$ cat config.mk
export PLATFORM = sky130hd
export DESIGN_NAME = branch_resolve
export DESIGN_NICKNAME = d
export VERILOG_FILES = /design/src/rtl/bpb_pkg.sv /design/src/rtl/pred_fifo.sv /design/src/rtl/branch_resolve.sv
export SDC_FILE = /design/constraint.sdc
export NUM_CORES = 1
export LEC_CHECK = 0
export ABC_AREA = 0
export CAP_MARGIN = 20
export CORE_UTILIZATION = 40
export CTS_CLUSTER_DIAMETER = 200
export DETAILED_ROUTE_END_ITERATION = 7
export PLACE_DENSITY = 0.71
export SYNTH_ARGS = -nofsm -noshare
export SYNTH_HDL_FRONTEND = slang
export SYNTH_SLANG_ARGS = --single-unit
$ cat constraint.sdc
create_clock -name clk -period 11.6 [get_ports clk]
set_input_delay 1.74 -clock clk [delete_from_list [all_inputs] [get_ports clk]]
set_output_delay 1.74 -clock clk [all_outputs]
set_load 0.01 [all_outputs]
$ cat src/rtl/bpb_pkg.sv
// Shared types for the branch prediction backend: 32-bit words, queued
// prediction entries and the default in-flight depth.
package bpb_pkg;

  localparam int BPB_H = 2;

  // Depth follows the predictor history width, capped so the queue stays small.
  localparam int DEFAULT_DEPTH = ((2 ** BPB_H) > 8) ? 8 : (2 ** BPB_H);

  typedef logic [31:0] Word;

  typedef struct packed {
    Word pc;
    Word instr;
    Word pred_pc;
  } PredEntry;

  function automatic logic is_mispredict(input Word actual, input Word predicted);
    return actual != predicted;
  endfunction

endpackage

$ cat src/rtl/pred_fifo.sv
// Circular buffer of in-flight predictions; head is the oldest entry.
// The caller guarantees push is never asserted into a full queue without a pop.
module pred_fifo
  import bpb_pkg::*;
#(
  parameter int DEPTH = DEFAULT_DEPTH,
  localparam int PW = $clog2(DEPTH),
  localparam int CW = $clog2(DEPTH + 1)
) (
  input  logic          clk,
  input  logic          reset,
  input  logic          push,
  input  PredEntry      push_data,
  input  logic          pop,
  input  logic          flush,
  output PredEntry      head_data,
  output logic [CW-1:0] count,
  output logic          full
);

  PredEntry      mem [DEPTH];
  logic [PW-1:0] head_ptr;
  logic [PW-1:0] tail_ptr;

  // NOTE: storage is deliberately left out of reset; only pointers and count
  // define which slots are valid, so resetting the array would only cost area.
  always_ff @(posedge clk) begin
    if (push) mem[tail_ptr] <= push_data;
  end

  // NOTE: all state here uses non-blocking assignments so every register
  // samples pre-edge values regardless of statement order.
  always_ff @(posedge clk) begin
    if (reset) begin
      head_ptr <= '0;
      tail_ptr <= '0;
      count    <= '0;
    end else if (flush) begin
      head_ptr <= tail_ptr;
      count    <= '0;
    end else begin
      // DEPTH is a power of two, so natural pointer overflow is the modulo wrap.
      if (push) tail_ptr <= tail_ptr + 1'b1;
      if (pop)  head_ptr <= head_ptr + 1'b1;
      count <= count + CW'(push) - CW'(pop);
    end
  end

  assign head_data = mem[head_ptr];
  assign full      = (count == CW'(DEPTH));

endmodule

$ cat src/rtl/branch_resolve.sv
// Resolves queued front-end predictions against execute results and drives
// training feedback (miss/last_pc/last_instr) plus the fetch redirect.
module branch_resolve
  import bpb_pkg::*;
#(
  parameter int DEPTH = DEFAULT_DEPTH,
  localparam int CW = $clog2(DEPTH + 1)
) (
  input  logic          clk,
  input  logic          reset,
  input  logic          en,
  input  logic          push,
  input  logic [31:0]   push_pc,
  input  logic [31:0]   push_instr,
  input  logic [31:0]   push_pred_pc,
  output logic          full,
  output logic [CW-1:0] count,
  input  logic          resolve,
  input  logic [31:0]   actual_pc,
  output logic          miss,
  output logic [31:0]   redirect_pc,
  output logic [31:0]   last_pc,
  output logic [31:0]   last_instr,
  output logic          err
);

  PredEntry head_entry;
  PredEntry push_entry;
  logic     nonempty;
  logic     do_pop;
  logic     mis;
  logic     do_push;

  assign push_entry = '{pc: push_pc, instr: push_instr, pred_pc: push_pred_pc};
  assign nonempty   = (count != '0);
  assign do_pop     = en & resolve & nonempty;
  assign mis        = do_pop & is_mispredict(actual_pc, head_entry.pred_pc);
  // A full queue still takes a push when a correct resolve frees the head slot.
  assign do_push    = en & push & ~mis & (~full | do_pop);

  pred_fifo #(.DEPTH(DEPTH)) u_fifo (
    .clk       (clk),
    .reset     (reset),
    .push      (do_push),
    .push_data (push_entry),
    .pop       (do_pop),
    .flush     (mis),
    .head_data (head_entry),
    .count     (count),
    .full      (full)
  );

  always_ff @(posedge clk) begin
    if (reset) begin
      miss        <= 1'b0;
      err         <= 1'b0;
      redirect_pc <= '0;
      last_pc     <= '0;
      last_instr  <= '0;
    end else if (!en) begin
      miss <= 1'b0;
      err  <= 1'b0;
    end else begin
      miss <= mis;
      err  <= resolve & ~nonempty;
      if (mis) redirect_pc <= actual_pc;
      if (do_pop) begin
        last_pc    <= head_entry.pc;
        last_instr <= head_entry.instr;
      end
    end
  end

endmodule
# Word level (Yosys, flattened, before mapping)
# Memories as Yosys holds them, arrays and structs flattened. A register that Yosys moved wholly into a read port is not among the register bits.
# Index checks and enable logic that the tools add are counted.
# W data, S select, Z words.
[op_classes]
n_addsub = 4
mul = 0
div = 0
magnitude_cmp = 0
n_eq_ne = 2
shifts = 0
muxes = 6
bitwise = 12
n_reduce_logical = 7
[op_table]
columns = ["operator", "n"]
rows = [
  ["$ne A32 B32 Y1", 1],
  ["$mux W2", 4],
  ["$and A1 B1 Y1", 7],
  ["$reduce_and A2 Y1", 3],
  ["$add A2 B1 Y2 const B", 2],
  ["$not A1 Y1", 4],
  ["$reduce_or A2 Y1", 2],
  ["$add A3 B1 Y3", 1],
  ["$eq A3 B3 Y1 const B", 1],
  ["$reduce_bool A3 Y1", 1],
  ["$sub A3 B1 Y3", 1],
  ["$mux W1", 2],
  ["$reduce_bool A2 Y1", 1],
  ["$or A1 B1 Y1", 1],
]
[word_totals]
regBits = 105
latchBits = 0
ram_bits = 384
mem_bits_ro = 0
in_bits = 133
mem_count = 1
[mem_list]
columns = ["name", "words", "width", "read_ports", "rd_ports_with_merged_regs", "wr", "line", "source"]
rows = [
  ["u_fifo.mem", 4, 96, 1, 1, 1, "pred_fifo.sv:21", "PredEntry mem [DEPTH];"],
]

# Longest topological paths before layout
[depth]
word_depth = 8
ltp_mapped = 15

# Hierarchy
# From an unflattened synthesis, not the netlist that was laid out.
[unflattened]
cells_unflattened = 1016
area_unflattened_um2 = 18345.1
[by_module_without_submodules]
columns = ["module", "instances", "cells_each", "area_per_inst_um2", "seq_area_each_um2"]
rows = [
  ["pred_fifo", 1, 546, 14286.2, 11711.2],
  ["branch_resolve", 1, 470, 4058.9, 1961.9],
]

# Worst setup path after synthesis
# Ideal clock, no wire load.
[synth_timing]
path_kind = "input to register"
from = "input actual_pc[7]"
to = "memory u_fifo.mem[0][0] (netlist bit), enable pin"
setup_ps = 688
arrival_time_ps = 9845
required_ps = 10912
setup_slack_ps = 1066
stages = 6
path_cell_list = "xnor2_1 -> nand4_1 -> nor4_1 -> a21oi_1 -> clkbuf_1 -> nor3b_1"
[synth_between]
elab_chain_len = 7
[synth_rtl]
columns = ["element", "line", "source"]
rows = [
  ["start: declaration", "branch_resolve.sv:19", "input logic [31:0] actual_pc,"],
  ["$ne A32 B32 Y1", "bpb_pkg.sv:19", "return actual != predicted;"],
  ["$and A1 B1 Y1", "branch_resolve.sv:37", "assign mis = do_pop & is_mispredict(actual_pc, head_entry.pred_pc);"],
  ["$not A1 Y1 (no line)", "n/a", ""],
  ["$and A1 B1 Y1 (2 in a row)", "branch_resolve.sv:39", "assign do_push = en & push & ~mis & (~full | do_pop);"],
  ["$mux W1", "pred_fifo.sv:28", "if (push) mem[tail_ptr] <= push_data;"],
  ["$mux W1 (implied by the code)", "pred_fifo.sv:28", ""],
  ["end: declaration", "pred_fifo.sv:21", ""],
]
# Every way passes these cells.

==> flow_summary.toml <==
[status]
outcome = "finished, final reports clean"

[clocking]
clock-root-buffer = "sky130_fd_sc_hd__clkbuf_16"
cts_buffer_depth = 3
gates_resized_cts_repair = 0
clkTransAtPathRegs_ns = 0.06
cts_tree = "done"
setup_fix_bufs_post_cts = 0
cts.sinks = 491
cts_hold_buf = 0
cts_made_buffers = 50
cts_htree_levels = 2
clkLatencyLatePin_ns = 0.58

[pwr]
intPower_uw = 3190
seq_power_share_pct = 49.8
switching_share_pct = 22.3
power_density_nw_per_um2 = 180
clock_power_share_pct = 39.3
p_switching_uw = 917
leakage_uw = 0.00716
relative_contribution_of_combinational_cells_to_total_power_pct = 10.9
max-vdd-ir-drop_uv = 100

[die]
num_io_pins = 235
die_w_um = 215
chipHeight_um = 215
floorplan.core_area_um2 = 44500
initial_cell_density_of_the_core_pct = 40.8
die-area_um2 = 46300
std_cell_rows = 77

[detailed_routing]
met2_wirelength_um = 18600
num_vias = 9701
antenna_left = 0
drt_iter0_drc = 731
drc = 0
postRouteWirelength_um = 38900
first_pass_iters = 5
drt-wirelength-per-cell_um = 20.4
wl_met1_um = 17100
dr.max_layer_used = "met5"
met3_layer_wire_length_in_the_routed_design_um = 2410
via_count_normalized_by_instance_count = 5.09

[cells_and_area]
finalNetCount = 1412
syn_to_final_growth_pct = 25.8
final_layout_size_suffix_gt1_share_pct = 15.2
count_of_non_filler_cells_in_the_finished_layout = 1905
diodes = 0

[logic_synthesis]
post_synthesis_sequential_area_ratio_pct = 75.2
syn-cell-area_um2 = 18200
synth_enable_flop_cells = 384
synth-warning-count = 0
synthDominantAreaCellType = "sky130_fd_sc_hd__edfxtp_1"
netlist-cell-type-count = 33
post_synth.cell_area_avg_um2 = 17.7
syn-num-nets = 1167
post_synth_most_frequent_cells = "sky130_fd_sc_hd__edfxtp_1 (384), sky130_fd_sc_hd__nand2_1 (195), sky130_fd_sc_hd__dfxtp_1 (107)"
synthArstFlopShare_pct = 0
synthMostInstantiatedCell = "sky130_fd_sc_hd__edfxtp_1"
postSynth.topFlopCell = "sky130_fd_sc_hd__edfxtp_1"
yosys-top-cells-area = "sky130_fd_sc_hd__edfxtp_1 (63%), sky130_fd_sc_hd__mux4_2 (12%), sky130_fd_sc_hd__dfxtp_1 (12%)"
synthDominantCellAreaShare_pct = 63.5
synthesized_instance_count = 1027
ys_ff_latch = 491

[place]
place_congestion = 0.830
hpwlAfterDp_um = 24000
io_buffers = 234
post-place-cells = 1812

[run]
timing.max_cap.violations = 0

[sta]
maximum_frequency_from_static_timing_analysis_mhz = 162
worstMarginPinSlew_ns = 1.04
rsz0062_at_grt = "no"
final_min_period_over_clock_period_pct = 53.3
hold_ws_ns = 0.454
final.setup.tns_ns = 0
report.final.slew_viol_count = 0
relSlewSlack_pct = 30.3
setup_viol = 0
period_needed_ns = 6.19
hold_violations = 0
worst_clock_skew_ns = 0.0272

[critical_path]
crit_fanout = 51
worstPathRequired_ns = 11.78
worstPathArrival_ns = 6.37
timing.critical_path.from_type = "flop"
worstSetupPathType = "flop to flop"
critPathCaptureType = "flop"

[grt]
globalRoute.totalOverflow = 0
grt_first_pass_wirelength_um = 59800
via_count_of_the_first_global_routing_pass = 10072
number_of_antenna_violations_at_the_first_check_in_global_routing = 3
grt_start_max_net_pins = 71
overall_track_demand_over_capacity_in_global_routing_pct = 16.9

[min_path]
holdCritPathClass = "flop to flop"
-- registers in the layout, indices dropped and copies added (netlist names), named ones only --
signal / count
err: 1
last_instr: 32
last_pc: 32
miss: 1
redirect_pc: 32
u_fifo.count: 3
u_fifo.head_ptr: 2
u_fifo.mem: 384
u_fifo.tail_ptr: 2
-- cells in the final DEF, fill, tap and decap left out, types with 15 or more instances in the layout --
cell                                n
sky130_fd_sc_hd__buf_4             16
sky130_fd_sc_hd__mux4_2            96
sky130_fd_sc_hd__mux2i_1           32
sky130_fd_sc_hd__nand2_1          195
sky130_fd_sc_hd__xnor2_1           33
sky130_fd_sc_hd__dfxtp_1          105
sky130_fd_sc_hd__clkbuf_16         54
sky130_fd_sc_hd__edfxtp_1         384
sky130_fd_sc_hd__a21oi_1           64
sky130_fd_sc_hd__clkdlybuf4s50_1  233
sky130_fd_sc_hd__clkbuf_1          15
-- final cells by class --
class | instances | area (um2)
clock buffers | 77 | 1520
clock inverters | 16 | 165
fillers | 3626 | 21700
inverters | 7 | 26.3
multi-input cells | 473 | 4280
flip-flops and latches | 491 | 13700
well taps | 592 | 741
repair buffers | 249 | 2450
-- routing by layer --
layer | global-route usage [%] | vias up
met5 | 0 | -
li1 | - | 4418
met4 | 4.33 | 6
met1 | 22.7 | 4921
met3 | 4.12 | 60
met2 | 27.5 | 296
-- worst max-delay path, stage by stage, from the launching register on --
cell and delay, ns:
sky130_fd_sc_hd__dfxtp_4 0.97, sky130_fd_sc_hd__buf_4 0.90, sky130_fd_sc_hd__mux4_2 0.61, sky130_fd_sc_hd__xnor2_1 0.17, sky130_fd_sc_hd__nand4_1 0.16, sky130_fd_sc_hd__nor4_1 0.66
sky130_fd_sc_hd__a21oi_4 0.11, sky130_fd_sc_hd__buf_4 0.37, sky130_fd_sc_hd__nor3b_2 0.26, sky130_fd_sc_hd__buf_4 0.65, sky130_fd_sc_hd__buf_4 0.70
-- power groups by stage --
stage / combinational, uW / sequential [uW] / clock (uW)
after floorplan: 215 / 2100 / 0
after global placement: 449 / 2080 / 0
after detailed placement: 455 / 2080 / 0
after CTS: 457 / 2050 / 1650
after global routing: 485 / 2060 / 1720
final: 447 / 2050 / 1610
-- stage by stage --
| stage | utilization (%) | worst slack (ns) | area, um2 | total power (uW) |
|---|---|---|---|---|
| after floorplan | - | 1.07 | 18200 | 2320 |
| after global placement | 47.6 | 5.24 | 21200 | 2530 |
| after detailed placement | 47.6 | 5.20 | 21200 | 2540 |
| after CTS | 51.4 | 5.17 | 22900 | 4150 |
| after global routing | 51.4 | 4.80 | 22900 | 4260 |
| final | 51.4 | 5.41 | 22900 | 4110 |
-- worst paths after layout --
kind / end / start / cells past startpoint / slack [ns]
max: u_fifo.mem[3][30]$_DFFE_PP_ / flop / 10 / 5.41
min: last_instr[5]$_SDFFE_PP0P_ / last_instr[5]$_SDFFE_PP0P_ / 2 / 0.45
max reg2reg: u_fifo.mem[3][30]$_DFFE_PP_ / flop / 10 / 5.41
min reg2reg: last_instr[5]$_SDFFE_PP0P_ / last_instr[5]$_SDFFE_PP0P_ / 2 / 0.45
-- logic make-up (layout without fill, tap and decap cells) --
logic type | after synthesis | after routing | synth area share (%)
adders and majority gates | 7 | 7 | 0.523
buffers and inverters | 63 | 349 | 1.46
DFF | 491 | 491 | 75.2
and+or+nand+nor | 229 | 229 | 5.27
xor gates and xnor gates | 34 | 34 | 1.64
AOI/OAI and AO/OA | 75 | 75 | 2.20
muxes | 128 | 128 | 13.7
(Power assumes the default switching activity.)
